[config.mk]
export PLATFORM = sky130hd
export DESIGN_NAME = hazard_ctrl
export DESIGN_NICKNAME = d
export VERILOG_FILES = /design/src/rtl/hazard_ctrl.sv
export SDC_FILE = /design/constraint.sdc
export NUM_CORES = 1
export LEC_CHECK = 0
export CAP_MARGIN = 20
export CELL_PAD_IN_SITES_DETAIL_PLACEMENT = 1
export CELL_PAD_IN_SITES_GLOBAL_PLACEMENT = 1
export CORE_AREA = 4 4 81 60
export DETAILED_ROUTE_END_ITERATION = 8
export DIE_AREA = 0 0 85 64
export GPL_TIMING_DRIVEN = 1
export PLACE_DENSITY_LB_ADDON = 0.1
export SLEW_MARGIN = 15
export SYNTH_ARGS = -nofsm -noshare
export SYNTH_HDL_FRONTEND = slang
export SYNTH_SLANG_ARGS = --single-unit
[constraint.sdc]
create_clock -name clk_i -period 3 [get_ports clk_i]
set_clock_uncertainty 0.15 [all_clocks]
set_input_delay 0.6 -clock clk_i [delete_from_list [all_inputs] [get_ports clk_i]]
set_output_delay 0.6 -clock clk_i [all_outputs]
set_load 0.02 [all_outputs]
[src/rtl/hazard_ctrl.sv]
// hazard_ctrl: hazard and forwarding controller for a 5-stage pipelined CPU.
//
// Keeps shadow copies of the register fields held in ID/EX, EX/MEM and MEM/WB.
// From these it drives the ALU operand forwarding selects, sequences load-use
// stalls and raises pipeline flushes on taken branches.
//
// Ports
//   clk_i, rst_i            clock, synchronous active-high reset
//   id_*                    decoded fields of the instruction currently in ID
//   branch_taken_i          branch resolved taken in MEM
//   fwd_a_o, fwd_b_o        operand mux selects (0 regfile, 1 MEM/WB, 2 EX/MEM)
//   pc_write_o              PC update enable
//   ifid_write_o            IF/ID register enable
//   idex_bubble_o           zero control bits entering ID/EX
//   ifid_flush_o            clear IF/ID
//   idex_flush_o            clear ID/EX
//   exmem_flush_o           clear EX/MEM
//   stall_cnt_o             (HAZ_STATS_EN only) saturating count of stalled cycles
//   flush_cnt_o             (HAZ_STATS_EN only) saturating count of branch flushes
//
// Build option: define HAZ_STATS_EN to add the stall/flush statistics counters.
//
// FSM states
//   state | meaning
//   RUN   | pipeline flowing; a load-use hazard stalls the current cycle
//   STALL | extra load-use stall cycles while the counter runs down to zero

module hazard_ctrl #(
  parameter int LOAD_LAT = 1,
  parameter int REG_AW   = 5
) (
  input  logic              clk_i,
  input  logic              rst_i,
  input  logic              id_valid_i,
  input  logic [REG_AW-1:0] id_rs_i,
  input  logic [REG_AW-1:0] id_rt_i,
  input  logic              id_use_rs_i,
  input  logic              id_use_rt_i,
  input  logic [REG_AW-1:0] id_rd_i,
  input  logic              id_regwrite_i,
  input  logic              id_memread_i,
  input  logic              branch_taken_i,
  output logic [1:0]        fwd_a_o,
  output logic [1:0]        fwd_b_o,
  output logic              pc_write_o,
  output logic              ifid_write_o,
  output logic              idex_bubble_o,
  output logic              ifid_flush_o,
  output logic              idex_flush_o,
`ifdef HAZ_STATS_EN
  output logic [15:0]       stall_cnt_o,
  output logic [15:0]       flush_cnt_o,
`endif
  output logic              exmem_flush_o
);

  typedef struct packed {
    logic              valid;
    logic              regwrite;
    logic              memread;
    logic              use_rs;
    logic              use_rt;
    logic [REG_AW-1:0] rd;
    logic [REG_AW-1:0] rs;
    logic [REG_AW-1:0] rt;
  } entry_t;

  typedef enum logic {RUN, STALL} state_t;

  localparam logic [1:0] CNT_INIT = 2'(LOAD_LAT - 1);

  state_t     state_q, state_nxt;
  logic [1:0] cnt_q, cnt_nxt;
  entry_t     ex_q, mem_q, wb_q, id_entry;
  logic       hazard, stall, flush;

  always_comb begin
    id_entry          = '0;
    id_entry.valid    = id_valid_i;
    id_entry.regwrite = id_regwrite_i;
    id_entry.memread  = id_memread_i;
    id_entry.use_rs   = id_use_rs_i;
    id_entry.use_rt   = id_use_rt_i;
    id_entry.rd       = id_rd_i;
    id_entry.rs       = id_rs_i;
    id_entry.rt       = id_rt_i;
  end

  // EX/MEM wins over MEM/WB; a load still in EX/MEM has no data yet.
  function automatic logic [1:0] fwd_sel(input entry_t m, input entry_t w,
                                         input logic [REG_AW-1:0] src,
                                         input logic use_src);
    logic [1:0] sel;
    sel = 2'd0;
    if (use_src && src != '0) begin
      if (m.valid && m.regwrite && !m.memread && m.rd == src)
        sel = 2'd2;
      else if (w.valid && w.regwrite && w.rd == src)
        sel = 2'd1;
    end
    return sel;
  endfunction

  assign hazard = id_valid_i && ex_q.valid && ex_q.memread && ex_q.rd != '0 &&
                  ((id_use_rs_i && id_rs_i == ex_q.rd) ||
                   (id_use_rt_i && id_rt_i == ex_q.rd));

  always_comb begin
    state_nxt = state_q;
    cnt_nxt   = cnt_q;
    stall     = 1'b0;
    flush     = 1'b0;
    if (!rst_i) begin
      if (branch_taken_i) begin
        flush     = 1'b1;
        state_nxt = RUN;
        cnt_nxt   = 2'd0;
      end else begin
        case (state_q)
          RUN: begin
            if (hazard) begin
              stall     = 1'b1;
              cnt_nxt   = CNT_INIT;
              state_nxt = (LOAD_LAT > 1) ? STALL : RUN;
            end
          end
          STALL: begin
            stall   = 1'b1;
            cnt_nxt = cnt_q - 2'd1;
            if (cnt_q <= 2'd1) begin
              cnt_nxt   = 2'd0;
              state_nxt = RUN;
            end
          end
          default: begin
            state_nxt = RUN;
            cnt_nxt   = 2'd0;
          end
        endcase
      end
    end
  end

  always_comb begin
    fwd_a_o       = 2'd0;
    fwd_b_o       = 2'd0;
    if (!rst_i) begin
      fwd_a_o = fwd_sel(mem_q, wb_q, ex_q.rs, ex_q.use_rs);
      fwd_b_o = fwd_sel(mem_q, wb_q, ex_q.rt, ex_q.use_rt);
    end
    pc_write_o    = !stall;
    ifid_write_o  = !stall;
    idex_bubble_o = stall;
    ifid_flush_o  = flush;
    idex_flush_o  = flush;
    exmem_flush_o = flush;
  end

  always_ff @(posedge clk_i) begin
    if (rst_i) begin
      state_q <= RUN;
      cnt_q   <= 2'd0;
      ex_q    <= '0;
      mem_q   <= '0;
      wb_q    <= '0;
    end else begin
      state_q <= state_nxt;
      cnt_q   <= cnt_nxt;
      wb_q    <= mem_q;
      if (flush) begin
        ex_q  <= '0;
        mem_q <= '0;
      end else begin
        ex_q  <= stall ? '0 : id_entry;
        mem_q <= ex_q;
      end
    end
  end

`ifdef HAZ_STATS_EN
  always_ff @(posedge clk_i) begin
    if (rst_i) begin
      stall_cnt_o <= 16'd0;
      flush_cnt_o <= 16'd0;
    end else begin
      if (stall && stall_cnt_o != 16'hFFFF)
        stall_cnt_o <= stall_cnt_o + 16'd1;
      if (flush && flush_cnt_o != 16'hFFFF)
        flush_cnt_o <= flush_cnt_o + 16'd1;
    end
  end
`endif

endmodule

Word level (Yosys, flattened, before mapping):

Index checks and enable logic that the tools add are counted.

* register bits: 38
* word-level logic and storage cells: 70
* output and inout bits: 10
* input bits: 23

* add/sub/neg operators: 1
* equal/unequal tests: 7
* bitwise gates (word level): 1
* $lt $le $gt $ge: 1
* reduce and logical (&&, ||, !) cells: 24
* mux-type cells: 19

Operators with widths (number)
* == test 5 bit: 6
* 2-to-1 mux 2 bit: 8
* logical AND 1 bit: 15
* nonzero test 5 bit: 3
* 2-to-1 mux 1 bit: 8
* case mux 1 bit (2 select lines): 2
* case mux 2 bit (2 select lines): 1
* OR reduction 2 bit: 2
* OR reduction 3 bit: 1
* less-or-equal comparator 2 x 1 -> 1 bit, second input constant: 1
* logical NOT 1 bit: 2
* inequality test 2 bit, second input constant: 1
* subtractor 2 x 1 -> 2 bit, second input constant: 1
* logical OR 1 bit: 1
* inverter 1 bit: 1

Longest topological paths before layout:

* depth in word-level cells: 9
* mapped depth: 5
* gate-level depth less buffers: 4

Worst setup path before layout:

OpenSTA, ideal clock, no wires.

* kind: input to output
* start: input id_rt_i[3]
* end: output pc_write_o
* data required time: 2250 ps
* arrival time: 1658 ps
* path buffers: 1
* setup slack: 592 ps
* stages on the path: 5
* path through: xnor2_1 -> nand4_1 -> o22ai_1 -> a31oi_1 -> buf_4

* cells in the longest elaborated chain, start to end: 9

RTL lines
* start, declared: RTL line 36 `input logic [REG_AW-1:0] id_rt_i,`
* == test 5 bit: RTL line 106 `(id_use_rt_i && id_rt_i == ex_q.rd));`
* logical AND 1 bit: RTL line 106
* logical OR 1 bit: RTL line 105 `((id_use_rs_i && id_rs_i == ex_q.rd) ||`
* logical AND 1 bit: RTL line 104 `assign hazard = id_valid_i && ex_q.valid && ex_q.memread && ex_q.rd != '0 &&`
* 2-to-1 mux 1 bit: RTL line 121 `if (hazard) begin`
* case mux 1 bit (2 select lines): RTL line 119 `case (state_q)`
* 2-to-1 mux 1 bit: RTL line 114 `if (branch_taken_i) begin`
* 2-to-1 mux 1 bit: RTL line 113 `if (!rst_i) begin`
* logical NOT 1 bit
* end, declared: RTL line 45 `output logic pc_write_o,`

Every way passes these cells.

Worst setup path after layout:

* start: input id_rt_i[0]
* end: output ifid_write_o

* cells in the longest elaborated chain, start to end: 9

RTL lines
* == test 5 bit: RTL line 106
* logical AND 1 bit: RTL line 106
* logical OR 1 bit: RTL line 105
* logical AND 1 bit: RTL line 104
* 2-to-1 mux 1 bit: RTL line 121
* case mux 1 bit (2 select lines): RTL line 119
* 2-to-1 mux 1 bit: RTL line 114
* 2-to-1 mux 1 bit: RTL line 113
* logical NOT 1 bit: RTL line 152 `ifid_write_o = !stall;`
* end, declared: RTL line 46 `output logic ifid_write_o,`

Every way passes these cells.

==> reports/qor.txt <==
Clock Latency Late Sink -> 0.28 ns
ys flop type -> dfxtp_1
worst slew pin tran -> 0.3342 ns
reg-to-reg slack, setup -> 1.33 ns
top-area cell type share of the netlist area -> 46.34%
initial core utilization -> 39.28%
Tmin final -> 2.937 ns
Tot GR Track Use -> 17.64%
Synth Warn # -> 0
critical-path maximum fanout -> 4
DPL Wire Length -> 3.345 mm
Seq/Total Area, Yosys -> 46.34%
Max-cap violations -> 0
vias in the first global route -> 1,517
Max Buffers Root-to-Sink -> 2
Lkg Pwr -> 0.8785 nW
FF/Latch Area -> 760.7 µm²
Hold Path Cell Cnt -> 1
worst slack at placement -> -0.2719 ns
Die W -> 85 µm
Root Buffer -> clkbuf_8
TritonCTS Sinks -> 38
final worst setup slack -> 0.06259 ns
die area -> 5440 µm²
Period Utilization, post-route -> 97.91%
Final Wtd Congestion -> 0.8000
Routed Wire Length -> 4.543 mm
final core occ -> 52.40%
status -> completed
Synth cell types -> 30
worst hold path class -> flip-flop to flip-flop
pwr/cell area -> 534.6 nW/µm²
DR vias -> 1,362
WHS -> 0.2732 ns
global-route wire length before repair -> 7.500 mm
reg2reg start -> ex_q[11]
DR WL/cell -> 16.89 µm
total grt overflow -> 0
area of the core -> 4179 µm²
Syn-to-layout area delta -> 33.38%
number of routed nets with antenna violations -> 0
TritonCTS clock tree -> yes
Mapped Nets -> 200
fmax -> 340.4 MHz
Placed Area -> 2042 µm²
crit path launch type -> input port
Slew Limit Headroom -> 77.55%
Final nets -> 236
R2R cell count -> 5
post-route cell area -> 2190 µm²
hold_sp -> ex_q[18]
I/O pin count -> 33
Critical Path AT -> 2.19 ns
num rows -> 20
TritonRoute pass-1 iters -> 4
layout cells sized above 1 -> 11.68%
Post-synth top cells -> dfxtp_1, nand3_1, a21oi_1, xnor2_1, xor2_1
fin. max-slew vios -> 0
cell accounting for the most synthesized area -> dfxtp_1
EDFF count, synth -> 0
vias per inst -> 5.063
final number of setup-violating endpoints -> 0
Async SR Flop Fraction -> 0%
Port Buf Inserts -> 32
initial antenna violation count -> 0
maximum vdd drop -> 0.2691 mV
pin count of the biggest net entering global routing -> 24
RR Endpoint -> ex_q[6]
Die Height -> 64 µm
total setup buffers inserted after CTS -> 0
final hold viol count -> 0
Residual DRC -> 0
Synth area leaders -> dfxtp_1, xnor2_1, nand3_1, xor2_1, a21oi_1
#FFs+latches synth -> 38
Avg Cell Area, Syn -> 9.274 µm²
Worst setup EP type -> output pin
synthesized area -> 1642 µm²
CTS Buf Count -> 5
post-route setup TNS -> 0 ns
most numerous cell in the Yosys netlist -> dfxtp_1
synthesized instance count -> 177
Hold EP -> mem_q[18]
area of the multi-input gates -> 827.0 µm²
CTS clock-pin slew for the worst setup and hold paths -> 0.08 ns
H-tree depth -> 2
Filler Cell Count -> 465
# diodes -> 0
Crit Path Category -> input port to output pin
Starting DRT DRC Count -> 32
Critical Path RT -> 2.25 ns
## routing by layer
layer,share of wire (%),track usage (%),up-vias
met5,0,0,-
met4,1.0,6.126,0
met3,2.8,3.866,4
met2,49,29.17,25
met1,47,22.67,655
li1,-,-,678
## worst max-delay path by stage
stage          slack, ns             to       start
3_3_place_gp       -0.25  idex_bubble_o  id_rt_i[3]
3_5_place_dp       -0.27  idex_bubble_o  id_rt_i[0]
4_1_cts             0.08   ifid_write_o  id_rt_i[0]
2_1_floorplan       0.59     pc_write_o  id_rt_i[3]
5_1_grt            -0.01   ifid_write_o  id_rt_i[1]
6_report            0.06   ifid_write_o  id_rt_i[0]
## cell type report
cell class / instances / area share (%)
flip-flops and latches: 38 / 34.74
inverters: 1 / 0.1714
clock buffers: 6 / 3.771
repair buffers: 42 / 17.66
multi-input cells: 125 / 37.77
clock inverters: 2 / 2.743
well taps: 55 / 3.143
## state kept, by name (all words and copies together) (netlist names)
name     count
ex_q        20
mem_q        8
cnt_q        2
state_q      1
wb_q         7
## through the flow
stage	total power, mW	cells
after global placement	0.6446	261
after global routing	1.214	269
after CTS	1.177	269
final	1.170	269
after detailed placement	0.6478	261
after floorplan	0.5915	177
## kinds of logic (layout without fill, tap and decap cells)
group	after synthesis	in the layout	share of synthesized area, %
AND/OR/NAND/NOR	65	65	23.48
flip-flops	38	38	46.34
AO/OA/AOI/OAI	30	30	9.909
XOR/XNOR	30	30	16.01
buffers and inverters	14	51	4.268
## layout by cell type (no fill, tap or decap), drive strengths merged
cell	count
bufinv	2
nand3	23
o211ai	1
o22ai	1
and2	8
xor2	13
a31o	1
clkdlybuf4s50	25
dfxtp	38
nor3	6
inv	1
nor2	2
a31oi	2
a21oi	21
xnor2	17
or4	4
o21a	1
nand4b	1
nand2	4
clkbuf	6
buf	10
nand4	3
nand3b	1
dlygate4sd2	7
nor4	2
nor2b	8
nor3b	2
o21ai	3
and3	1
## worst max-delay path: stages
cell             delay, ns
clkdlybuf4s50_1       0.50
xnor2_1               0.14
nand4_1               0.19
o22ai_4               0.24
a31oi_1               0.16
dlygate4sd2_1         0.35
## what timing repair did
action / CTS / global route
setup endpoints to repair: 7 / 3
pin swaps: 0 / 1
resized for setup: 8 / 1
hold buffers: 0 / 0
## where the power goes
group | internal (mW) | total, mW | leakage [nW] | switching (mW)
clock | 0.355 | 0.530 | 0.0714 | 0.175
sequential | 0.518 | 0.532 | 0.310 | 0.0142
combinational | 0.0602 | 0.109 | 0.497 | 0.0487
Note: power is estimated with default switching activity, not from simulation.
